File: src/rtl/bias_pkg.sv
// Shared widths, FIFO geometry and FSM state encoding for the bias fetch block.
package bias_pkg;

  localparam int unsigned BIAS_D_WIDTH = 16;
  localparam int unsigned BIAS_A_WIDTH = 4;

  localparam int unsigned FIFO_DEPTH = 4;
  localparam int unsigned FIFO_AW    = 2;
  localparam int unsigned FIFO_CW    = 3;

  typedef enum logic [1:0] {
    IDLE  = 2'd0,
    FETCH = 2'd1,
    DRAIN = 2'd2
  } state_e;

endpackage

File: src/rtl/bias_fetch_fifo.sv
// Depth-4 shift-register FIFO; the head entry is always slot 0 so the output is
// a flop, and popped slots are back-filled with zeros.
module bias_fetch_fifo
  import bias_pkg::*;
#(
  parameter int unsigned W = 16
) (
  input  logic               clk,
  input  logic               rst,
  input  logic               push,
  input  logic [W-1:0]       push_data,
  input  logic               pop,
  output logic [W-1:0]       head,
  output logic               valid,
  output logic [FIFO_CW-1:0] occ
);

  logic [W-1:0]       mem     [FIFO_DEPTH];
  logic [W-1:0]       mem_nxt [FIFO_DEPTH];
  logic [FIFO_CW-1:0] occ_nxt;
  logic [FIFO_CW-1:0] wr_idx;
  logic               do_pop;
  logic               do_push;

  always_comb begin
    do_pop  = pop && (occ != '0);
    do_push = push && ((occ != FIFO_CW'(FIFO_DEPTH)) || do_pop);
    for (int i = 0; i < FIFO_DEPTH; i++) mem_nxt[i] = mem[i];
    if (do_pop) begin
      for (int i = 0; i < FIFO_DEPTH - 1; i++) mem_nxt[i] = mem[i+1];
      mem_nxt[FIFO_DEPTH-1] = '0;
    end
    wr_idx = do_pop ? (occ - FIFO_CW'(1)) : occ;
    if (do_push) mem_nxt[wr_idx[FIFO_AW-1:0]] = push_data;
    occ_nxt = occ + FIFO_CW'(do_push) - FIFO_CW'(do_pop);
  end

  always_ff @(posedge clk or negedge rst) begin
    if (!rst) begin
      for (int i = 0; i < FIFO_DEPTH; i++) mem[i] <= '0;
      occ   <= '0;
      valid <= 1'b0;
    end else begin
      for (int i = 0; i < FIFO_DEPTH; i++) mem[i] <= mem_nxt[i];
      occ   <= occ_nxt;
      valid <= (occ_nxt != '0);
    end
  end

  assign head = mem[0];

endmodule

File: src/rtl/bias_fetch.sv
// Streams cnt bias words from a registered-address RAM starting at base_addr.
// Optional out_last marking is enabled by defining BIAS_FETCH_LAST_EN.
module bias_fetch
  import bias_pkg::*;
#(
  parameter int unsigned D_WIDTH = BIAS_D_WIDTH,
  parameter int unsigned A_WIDTH = BIAS_A_WIDTH
) (
  input  logic               clk,
  input  logic               rst,
  input  logic               start,
  input  logic [A_WIDTH-1:0] base_addr,
  input  logic [A_WIDTH:0]   cnt,
  output logic [A_WIDTH-1:0] r_addr,
  input  logic [D_WIDTH-1:0] ram_data,
  output logic [D_WIDTH-1:0] out_data,
  output logic               out_valid,
  input  logic               out_ready,
  output logic               out_last,
  output logic               busy,
  output logic               done
);

`ifdef BIAS_FETCH_LAST_EN
  localparam int unsigned E_WIDTH = D_WIDTH + 1;
`else
  localparam int unsigned E_WIDTH = D_WIDTH;
`endif
  localparam int unsigned C_WIDTH = A_WIDTH + 1;

  state_e             state, state_nxt;
  logic [A_WIDTH-1:0] r_addr_nxt;
  logic [C_WIDTH-1:0] issue_left, issue_left_nxt;
  logic [C_WIDTH-1:0] xfer_left, xfer_left_nxt;
  logic               done_nxt;
  logic               issue, issue_last;
  logic               p1, p2;
  logic               xfer, room;
  logic [FIFO_CW-1:0] occ;
  logic [FIFO_CW-1:0] in_flight;
  logic [E_WIDTH-1:0] push_data;
  logic [E_WIDTH-1:0] head;

  // Reads returning within two cycles count against FIFO space before issue.
  always_comb begin
    xfer      = out_valid && out_ready;
    in_flight = FIFO_CW'(p1) + FIFO_CW'(p2);
    room      = (occ + in_flight) < FIFO_CW'(FIFO_DEPTH);
  end

  always_comb begin
    state_nxt      = state;
    r_addr_nxt     = r_addr;
    issue_left_nxt = issue_left;
    xfer_left_nxt  = xfer ? (xfer_left - C_WIDTH'(1)) : xfer_left;
    done_nxt       = 1'b0;
    issue          = 1'b0;
    issue_last     = 1'b0;
    unique case (state)
      IDLE: begin
        if (start) begin
          if (cnt == '0) begin
            done_nxt = 1'b1;
          end else begin
            // First address goes out with start so data lands two cycles later.
            issue          = 1'b1;
            issue_last     = (cnt == C_WIDTH'(1));
            r_addr_nxt     = base_addr;
            issue_left_nxt = cnt - C_WIDTH'(1);
            xfer_left_nxt  = cnt;
            state_nxt      = issue_last ? DRAIN : FETCH;
          end
        end
      end
      FETCH: begin
        if (room) begin
          issue          = 1'b1;
          issue_last     = (issue_left == C_WIDTH'(1));
          r_addr_nxt     = r_addr + A_WIDTH'(1);
          issue_left_nxt = issue_left - C_WIDTH'(1);
          if (issue_last) state_nxt = DRAIN;
        end
      end
      DRAIN: begin
        if (xfer && (xfer_left == C_WIDTH'(1))) begin
          state_nxt = IDLE;
          done_nxt  = 1'b1;
        end
      end
      default: state_nxt = IDLE;
    endcase
  end

`ifdef BIAS_FETCH_LAST_EN
  logic p1_last, p2_last;
`endif

  always_ff @(posedge clk or negedge rst) begin
    if (!rst) begin
      state      <= IDLE;
      r_addr     <= '0;
      issue_left <= '0;
      xfer_left  <= '0;
      busy       <= 1'b0;
      done       <= 1'b0;
      p1         <= 1'b0;
      p2         <= 1'b0;
`ifdef BIAS_FETCH_LAST_EN
      p1_last    <= 1'b0;
      p2_last    <= 1'b0;
`endif
    end else begin
      state      <= state_nxt;
      r_addr     <= r_addr_nxt;
      issue_left <= issue_left_nxt;
      xfer_left  <= xfer_left_nxt;
      busy       <= (state_nxt != IDLE);
      done       <= done_nxt;
      p1         <= issue;
      p2         <= p1;
`ifdef BIAS_FETCH_LAST_EN
      p1_last    <= issue_last;
      p2_last    <= p1_last;
`endif
    end
  end

`ifdef BIAS_FETCH_LAST_EN
  assign push_data = {p2_last, ram_data};
  assign out_last  = head[D_WIDTH];
`else
  assign push_data = ram_data;
  assign out_last  = 1'b0;
`endif
  assign out_data = head[D_WIDTH-1:0];

  bias_fetch_fifo #(.W(E_WIDTH)) u_fifo (
    .clk       (clk),
    .rst       (rst),
    .push      (p2),
    .push_data (push_data),
    .pop       (out_ready),
    .head      (head),
    .valid     (out_valid),
    .occ       (occ)
  );

endmodule
File: config.mk
export PLATFORM = sky130hd
export DESIGN_NAME = bias_fetch
export DESIGN_NICKNAME = d
export VERILOG_FILES = /design/src/rtl/bias_pkg.sv /design/src/rtl/bias_fetch_fifo.sv /design/src/rtl/bias_fetch.sv
export SDC_FILE = /design/constraint.sdc
export NUM_CORES = 1
export LEC_CHECK = 0
export ABC_CLOCK_PERIOD_IN_PS = 3430
export CORE_ASPECT_RATIO = 2
export CORE_UTILIZATION = 35
export CTS_BUF_LIST = sky130_fd_sc_hd__clkbuf_4 sky130_fd_sc_hd__clkbuf_8
export CTS_CLUSTER_DIAMETER = 150
export DETAILED_ROUTE_END_ITERATION = 12
export GPL_ROUTABILITY_DRIVEN = 0
export PLACE_DENSITY = 0.5
export SYNTH_ARGS = -nofsm -noshare
export SYNTH_HDL_FRONTEND = slang
export SYNTH_HIERARCHICAL = 1
export SYNTH_SLANG_ARGS = --single-unit
File: constraint.sdc
create_clock -name clk -period 3.43 [get_ports clk]
set_clock_uncertainty 0.05 [all_clocks]
set_input_delay 0.686 -clock clk [delete_from_list [all_inputs] [get_ports clk]]
set_output_delay 0.686 -clock clk [all_outputs]
set_load 0.02 [all_outputs]
## Word level (Yosys, flattened, before mapping)

Index checks and enable logic that the tools add are counted.

| storage, ports and cells | value |
|---|---|
| memory bits (read-only) | 0 |
| logic and storage cells | 82 |
| output and inout port bits | 24 |
| bits in registers | 88 |
| input bits | 29 |
| memories kept | 0 |
| memory bits (writable) | 0 |
| latch bits | 0 |

| cells by class | value |
|---|---|
| magnitude comparators | 3 |
| $mul | 0 |
| $add $sub $neg | 9 |
| muxes and demuxes | 33 |
| eq/ne operators | 9 |
| div/mod/pow operators | 0 |
| reductions and logical operators | 13 |
| bitwise gates (word level) | 1 |
| shifts and indexed selects | 0 |

Operators with widths:

| cell | number |
|---|---|
| 64-bit 2-to-1 mux | 2 |
| 64-bit bitwise mux | 1 |
| 5-bit 2-to-1 mux | 7 |
| 16-bit demux with 2-bit select | 1 |
| 16-bit 2-to-1 mux | 1 |
| 5-bit by 1-bit == test with 1-bit output, second input constant | 3 |
| 5-bit by 1-bit subtractor with 5-bit output, second input constant | 3 |
| 2-bit 2-to-1 mux | 7 |
| 4-bit 2-to-1 mux | 3 |
| 5-bit case mux with 2 select lines | 1 |
| 4-bit case mux with 2 select lines | 1 |
| 1-bit 2-to-1 mux | 6 |
| 2-bit inequality test, second input constant | 3 |
| 2-bit case mux with 3 select lines | 1 |
| 3-bit nonzero test | 2 |
| 1-bit logical AND | 5 |
| 5-bit logical NOT | 1 |
| 4-bit by 1-bit adder with 4-bit output, second input constant | 1 |
| 1-bit case mux with 2 select lines | 2 |
| 4-bit AND reduction | 1 |
| 2-bit nonzero test | 2 |
| 3-bit by 1-bit adder with 3-bit output | 1 |
| 3-bit by 2-bit adder with 3-bit output | 1 |
| 3-bit >= comparator, second input constant | 1 |
| other kinds (11) | 11 |

## Depth between registers and ports, before layout

Gate-level depths: netlist of the first run.

| depth | value |
|---|---|
| depth in word-level cells | 10 |
| depth in mapped cells | 13 |
| depth with buffers taken out | 12 |

## Hierarchy

The synthesis of the first run kept the hierarchy.

By module, submodules not included:

| module | cells each | area each (um^2) | times used | sequential area each (um^2) |
|---|---|---|---|---|
| bias_fetch_fifo | 269 | 3454.6 | 1 | 1701.6 |
| bias_fetch | 126 | 1263.7 | 1 | 500.5 |

## Worst setup path after synthesis of the first run

No wires, ideal clock.

| timing path | value |
|---|---|
| path type | register -> register |
| from | reg u_fifo.occ[1] |
| to | reg u_fifo.valid |
| period minus slack after synthesis | 2.908 ns |
| setup time | 0.131 ns |
| data required time | 3.249 ns |
| stages on the path, launching flop included | 14 |
| buffers on the path | 1 |
| path slack | 0.522 ns |
| data arrival time | 2.727 ns |
| cell sequence | dfrtp_1 > inv_1 > ha_1 > nand2b_4 > nand2_2 > inv_2 > buf_2 > ha_1 > inv_1 > ha_1 > fa_1 > xor2_1 > xnor2_1 > or3_1 |

| between the ends | value |
|---|---|
| longest elaborated chain between the ends | 7 |
| elaborated cells on any way between the ends | 8 |
| classes of those cells | add/sub (2); eq/ne (1); reduce/logical (5) |

RTL lines:

| item | line | text |
|---|---|---|
| start, declared | bias_fetch_fifo.sv:15 | `output logic [FIFO_CW-1:0] occ` |
| start signal, assigned | bias_fetch_fifo.sv:45 | `occ <= occ_nxt;` |
| 3-bit nonzero test | bias_fetch_fifo.sv:26 | `do_pop = pop && (occ != '0);` |
| 1-bit logical AND | bias_fetch_fifo.sv:26 |  |
| 1-bit logical OR | bias_fetch_fifo.sv:27 | `do_push = push && ((occ != FIFO_CW'(FIFO_DEPTH)) \|\| do_pop);` |
| 1-bit logical AND | bias_fetch_fifo.sv:27 |  |
| 3-bit by 1-bit adder with 3-bit output | bias_fetch_fifo.sv:35 | `occ_nxt = occ + FIFO_CW'(do_push) - FIFO_CW'(do_pop);` |
| 3-bit by 1-bit subtractor with 3-bit output (*) | bias_fetch_fifo.sv:35 |  |
| via u_fifo.occ_nxt[2] | bias_fetch_fifo.sv:20 | `logic [FIFO_CW-1:0] occ_nxt;` |
| 3-bit nonzero test (*) | bias_fetch_fifo.sv:46 | `valid <= (occ_nxt != '0);` |
| end signal, assigned | bias_fetch_fifo.sv:46 |  |
| end, declared | bias_fetch_fifo.sv:14 | `output logic valid,` |

Mark *: on every way through the listed nets, which the timed path passes. The rest lies on a longest branch.
A chain may end at the register's enable or synchronous reset.

## Worst setup path in the final report of the first run

Ends and elaborated chain as after synthesis.

==> run_results.csv, run 1 <==
group,metric,value,unit
run_status,outcome,"finished with violations",
run_status,violations,"DRC",
clock_tree,cts_buffers,9,
timing,rsz0062_at_grt,"false",
place,dpl_cell_area,0.005228,sq mm
synth,synth_seq_area_share,46.67,%
worst_setup_path,crit_fanout,7,
detailed_routing,wl_per_cell,16.72,um
synth,synth.top_cells.by_area,"dfrtp_1 (47%), mux2i_1 (24%), ha_1 (3.2%)",
synth,synth_edf_count,0,
detailed_routing,drc_errors,10,
synth,synth-seq-cells,88,
finish,num_antenna_cells,0,
power_and_ir_drop,peakVddDrop,0.6124,mV
finish,final_util,41.53,%
timing,fin_crit_sh,81.78,%
worst_setup_path,crit-reg2reg-capture,"u_fifo/valid",
synth,syn_area,0.004718,sq mm
floorplanning,pin_count,53,
clock_tree,clockRootBuffer,"clkbuf_8",
clock_tree,clk_path_buf_depth,2,
timing,hold_viol,0,
floorplanning,dieArea,0.01398,sq mm
floorplanning,die_width,84.10,um
worst_setup_path,r2r_slack,0.63,ns
worst_setup_path,critPathKind,"flop to flop",
power_and_ir_drop,cellPowerDensity,879.1,mW/mm^2
floorplanning,row_count,59,
worst_setup_path,cp.required,3.61,ns
finish,final_cells,589,
detailed_routing,ant_nets,0,
synth,synthCells,395,
hold_path,min_path_type,"input pin to asynchronous set/reset pin",
finish,final_area,0.005426,sq mm
synth,yosysTopAreaCell,"dfrtp_1",
worst_setup_path,arrival,2.99,ns
clock_tree,clk_latency,0.36,ns
global_routing,grt_pass1_vias,3198,
synth,avgSynthCellArea,11.94,sq um
power_and_ir_drop,power.leakage,2.423,nW
place,dp_cells,573,
floorplanning,die_y,166.2,um
synth,synth_common_cells,"mux2i_1 (114), dfrtp_1 (88), inv_1 (29)",
clock_tree,cts_tree,"yes",
clock_tree,cts_sinks,88,
finish,nFillCells,1260,
floorplanning,coreArea,0.01307,sq mm
timing,timing.setup.tns,0,ns
timing,slew_headroom,53.70,%
global_routing,grt_use_total,15.03,%
clock_tree,cts_resized,0,
global_routing,grt_max_degree,89,
global_routing,grt_pass1_wl,16410,um
detailed_routing,vias,2935,
detailed_routing,drt_first_iter_violations,167,
timing,finalMaxSlewViolations,0,
timing,period_needed,2.805,ns
place,dpl.hpwl,6741,um
detailed_routing,drt_first_pass_iters,8,
finish,area_growth,15.01,%
worst_setup_path,worstSetupStartpointType,"flop",
worst_setup_path,rr_startpoint,"u_fifo/occ[1]",
synth,synthArstFlopShare,100.0,%
global_routing,grt.overflow.total,0,
clock_tree,h-tree-depth,3,
synth,yosysWarningCount,6,
synth,synth_cell_types,56,
flow_run,max_cap_violations,0,
place,port_buffers,51,
finish,nets,474,
clock_tree,post-cts-setup-buffers,0,
detailed_routing,wl,9849,um
synth,synth_fp_nets,437,
worst_setup_path,r2r_cells,12,
timing,setup_viol,0,
synth,yosysMostFrequentCell,"mux2i_1",
synth,ys.flop_type,"dfrtp_1",
worst_setup_path,end_kind,"flop",
floorplanning,initial_core_util,36.11,%
timing,fmax,356.5,MHz
timing,worstMarginPinSlew,0.6931,ns
clock_tree,hold_buffers,0,
global_routing,antenna_found_initial,0,
clock_tree,path_clk_slew,0.09,ns
finish,drive_gt1_share,11.44,%
synth,netlist.area_leader.share,46.67,%
detailed_routing,detail_route.vias_per_cell,4.983,
cell usage in the layout (no fill, tap or decap), types with 2 or more instances in the layout:
cell,synthesis,routed
a32oi_2,2,2
clkdlybuf4s50_1,0,50
xnor2_1,4,4
nor2b_1,2,2
nor3b_4,1,3
nand3_1,4,4
clkbuf_8,0,9
buf_4,19,9
dfrtp_1,88,88
inv_6,0,2
o22ai_1,2,2
nor2_1,4,4
xor2_1,5,5
mux2i_1,114,114
clkinvlp_4,0,2
nor4_1,3,3
nor3_1,6,6
o21ai_0,6,6
nand2_1,28,28
nor4bb_1,2,2
a21oi_1,7,7
ha_1,12,12
nand2b_1,3,3
o311ai_0,2,2
a21boi_0,2,2
inv_1,29,29
a211o_2,3,3
a32o_1,2,2
or3_1,3,3
a21oi_4,2,2
metrics by stage:
step                      hold slack (ns)  setup slack, ns  power (W)
after global placement             0.3205           0.4768   0.004022
final                              0.2913           0.6250   0.004770
after floorplan                    0.3097           0.5219   0.003591
after CTS                          0.3265           0.6210   0.004848
after detailed placement           0.3199           0.4426   0.004094
after global routing               0.3284           0.4743   0.005125
worst max-delay path by stage:
stage	end	cells past startpoint	slack, ns	startpoint
3_5_place_dp	u_fifo/valid	9	0.44	out_ready
5_1_grt	u_fifo/valid	12	0.47	u_fifo/occ[1]
2_1_floorplan	u_fifo/valid	13	0.52	u_fifo/occ[1]
3_3_place_gp	u_fifo/valid	9	0.48	out_ready
6_report	u_fifo/valid	12	0.63	u_fifo/occ[1]
4_1_cts	u_fifo/valid	12	0.62	u_fifo/occ[1]
critical path: stages, from the launching register on:
cell and delay [ns]:
dfrtp_1 0.47, inv_1 0.15, ha_1 0.27, nand2b_4 0.11, nand2_2 0.10, inv_2 0.04, ha_1 0.26, inv_1 0.04
ha_1 0.19, fa_1 0.37, xor2_1 0.16, xnor2_1 0.16, or3_1 0.32
cells by family (layout without fill, tap and decap cells):
group                    after synthesis  after routing  synth area share (%)
multiplexers                         115            115                 24.50
flip-flops                            88             88                 46.67
AND/OR/NAND/NOR                       70             70                 8.698
buffers and inverters                 64            106                 8.353
AO/OA/AOI/OAI                         35             35                 6.417
adder cells (fa/ha/maj)               13             13                 3.606
XOR/XNOR                               9              9                 1.671
other                                  1              1               0.07948
power by group:
part	internal (W)	switching [W]	total, W
combinational	0.00108	0.00115	0.00223
sequential	0.00150	0.000302	0.00180
clock	0.000349	0.000390	0.000739
layout make-up:
class	count	area (sq um)	share of cell area (%)
Sequential cell	88	2202	40.58
Multi-Input combinational cell	243	2135	39.34
Timing Repair Buffer	60	588.1	10.84
Tap cell	152	190.2	3.505
Clock buffer	10	131.4	2.421
Inverter	30	112.6	2.075
Clock inverter	6	67.56	1.245
layer usage:
metal / vias to the layer above / wire length, um / global-route usage (%)
met1: 1453 / 3962 / 16.61
li1: 1427 / - / -
met3: 6 / 314 / 3.181
met2: 49 / 5443 / 27.98
met4: 0 / 128 / 5.022
met5: - / 0 / 0
sequential cells by signal (all words and copies together), names as in the netlist:
register and count:
u_fifo/mem 48, busy 1, u_fifo/valid 1, done 1, state 2, issue_left 5, p2 1, u_fifo/head 16
u_fifo/occ 3, xfer_left 5, r_addr 4, p1 1
(Power assumes the default switching activity.)
==> run 2: changes to the inputs <==
- ABC_CLOCK_PERIOD_IN_PS: 3430 -> 2800
- clock period: 3.43 -> 2.8 ns (I/O delays scaled with it)
==> run 2 against run 1 <==
  * The run still ends with DRC left
  * Power up 26%
  * Wire length up 3.8%
  * Combinational power up 30%
  * Clock power up 25%
  * First-iteration DRC count down 17%
  * Sequential cell count unchanged
  * Critical endpoint unchanged
==> run_results.csv, run 2 (synthesis results as in run 1) <==
group,metric,value,unit
run_status,outcome,"finished with violations",
run_status,violations,"DRC",
timing,finalMaxSlewViolations,0,
timing,fin_hold_ws,0.04119,ns
flow_run,max_cap_violations,0,
place,port_buffers,51,
detailed_routing,drc_errors,2,
timing,period_needed,2.581,ns
global_routing,grt_use_total,15.86,%
detailed_routing,drt_first_iter_violations,139,
finish,drive_gt1_share,12.87,%
clock_tree,path_clk_slew,0.09,ns
worst_setup_path,arrival,2.78,ns
finish,final_cell_mix,"mux2i_1 (114), dfrtp_1 (88), clkdlybuf4s50_1 (50)",
floorplanning,die_width,84.10,um
floorplanning,row_count,59,
clock_tree,clk_latency,0.36,ns
floorplanning,initial_core_util,36.11,%
clock_tree,cts_sinks,88,
clock_tree,post-cts-setup-buffers,0,
detailed_routing,detail_route.vias_per_cell,5.081,
finish,final_area,0.005527,sq mm
clock_tree,cts_tree,"yes",
timing,hold_viol,0,
clock_tree,clockRootBuffer,"clkbuf_8",
global_routing,antenna_found_initial,0,
detailed_routing,wl,10220,um
global_routing,grt.overflow.total,0,
finish,nFillCells,1235,
power_and_ir_drop,peakVddDrop,0.5399,mV
hold_path,min_path_type,"input pin to asynchronous set/reset pin",
finish,nets,480,
timing,setup_viol,0,
worst_setup_path,end_kind,"flop",
place,place_ws,-0.1004,ns
clock_tree,cts_buffers,9,
power_and_ir_drop,power.leakage,2.470,nW
timing,rsz0062_at_grt,"false",
timing,fin_ws,0.2193,ns
floorplanning,pin_count,53,
finish,num_antenna_cells,0,
detailed_routing,ant_nets,0,
clock_tree,hold_buffers,0,
detailed_routing,vias,3023,
worst_setup_path,crit_fanout,6,
global_routing,grt_pass1_vias,3315,
finish,regMostFlops,"u_fifo/mem",
timing,fmax,387.5,MHz
power_and_ir_drop,cellPowerDensity,1087,mW/mm^2
worst_setup_path,critPathKind,"flop to flop",
timing,slew_headroom,55.35,%
finish,area_growth,17.13,%
global_routing,grt_max_degree,45,
detailed_routing,drt_first_pass_iters,8,
finish,largest_reg_flops,48,
floorplanning,die_y,166.2,um
detailed_routing,wl_per_cell,17.18,um
floorplanning,dieArea,0.01398,sq mm
worst_setup_path,cp.required,3.00,ns
clock_tree,clk_path_buf_depth,2,
floorplanning,coreArea,0.01307,sq mm
finish,mostFrequentLayoutCell,"mux2i_1",
place,dpl.hpwl,7119,um
global_routing,grt_pass1_wl,17080,um
clock_tree,cts_resized,0,
timing,worstMarginPinSlew,0.6684,ns
worst_setup_path,worstSetupStartpointType,"flop",
place,dpl_cell_area,0.005328,sq mm
clock_tree,h-tree-depth,3,
timing,fin_crit_sh,92.17,%
-- run 2: worst max-delay path: stages, from the launching register on --
cell and delay, ns:
dfrtp_1 0.44, inv_1 0.12, ha_4 0.17, nand2b_4 0.10, nand2_4 0.08, inv_2 0.04
ha_1 0.26, inv_1 0.03, ha_1 0.18, fa_1 0.37, xor2_1 0.16, xnor2_1 0.15
or3_1 0.31
-- run 2: path summary, 6_finish.rpt --
path,startpoint,endpoint,slack (ns),depth (start not counted)
max,u_fifo/occ[0],u_fifo/valid,0.22,12
min,rst,state[1],0.04,1
max reg2reg,u_fifo/occ[0],u_fifo/valid,0.22,12
min reg2reg,p1,p2,0.34,0
max in group asynchronous,rst,u_fifo/occ[1],2.03,2
min in group clk,p1,p2,0.34,0
-- run 2: layer usage --
metal / part of all wire, % / up-vias / GRT usage [%]
li1: - / 1445 / -
met1: 40 / 1522 / 16.69
met2: 56 / 46 / 30.51
met4: 1.7 / 0 / 6.522
met5: 0 / - / 0
met3: 2.5 / 10 / 2.485
-- run 2: power by group --
group | internal, W | switching (W) | total [W]
Sequential | 0.00183 | 0.000358 | 0.00219
Clock | 0.000430 | 0.000496 | 0.000926
Combinational | 0.00143 | 0.00146 | 0.00289
-- run 2: through the flow --
stage | utilization (%) | setup TNS, ns | cells | power (W)
2_1_floorplan | - | 0 | 395 | 0.004425
4_1_cts | 42.30 | 0 | 595 | 0.006109
6_report | 42.30 | 0 | 595 | 0.006007
3_5_place_dp | 40.77 | -0.1004 | 579 | 0.005161
5_1_grt | 42.30 | 0 | 595 | 0.006462
3_3_place_gp | 40.77 | -0.06102 | 579 | 0.005069
-- run 2: layout make-up --
| class | instances | area, sq um | share of cell area (%) |
|---|---|---|---|
| inverters | 30 | 112.6 | 2.038 |
| clock buffers | 10 | 131.4 | 2.377 |
| flip-flops and latches | 88 | 2202 | 39.85 |
| clock inverters | 6 | 67.56 | 1.223 |
| well taps | 152 | 190.2 | 3.441 |
| multi-input cells | 243 | 2152 | 38.94 |
| repair buffers | 66 | 670.6 | 12.13 |
==> run 3: changes to the inputs <==
- SKIP_CTS_REPAIR_TIMING: default -> 1
==> results of run 3 <==
Same layout as run 2: the final DEF is identical, and so are final timing and power.
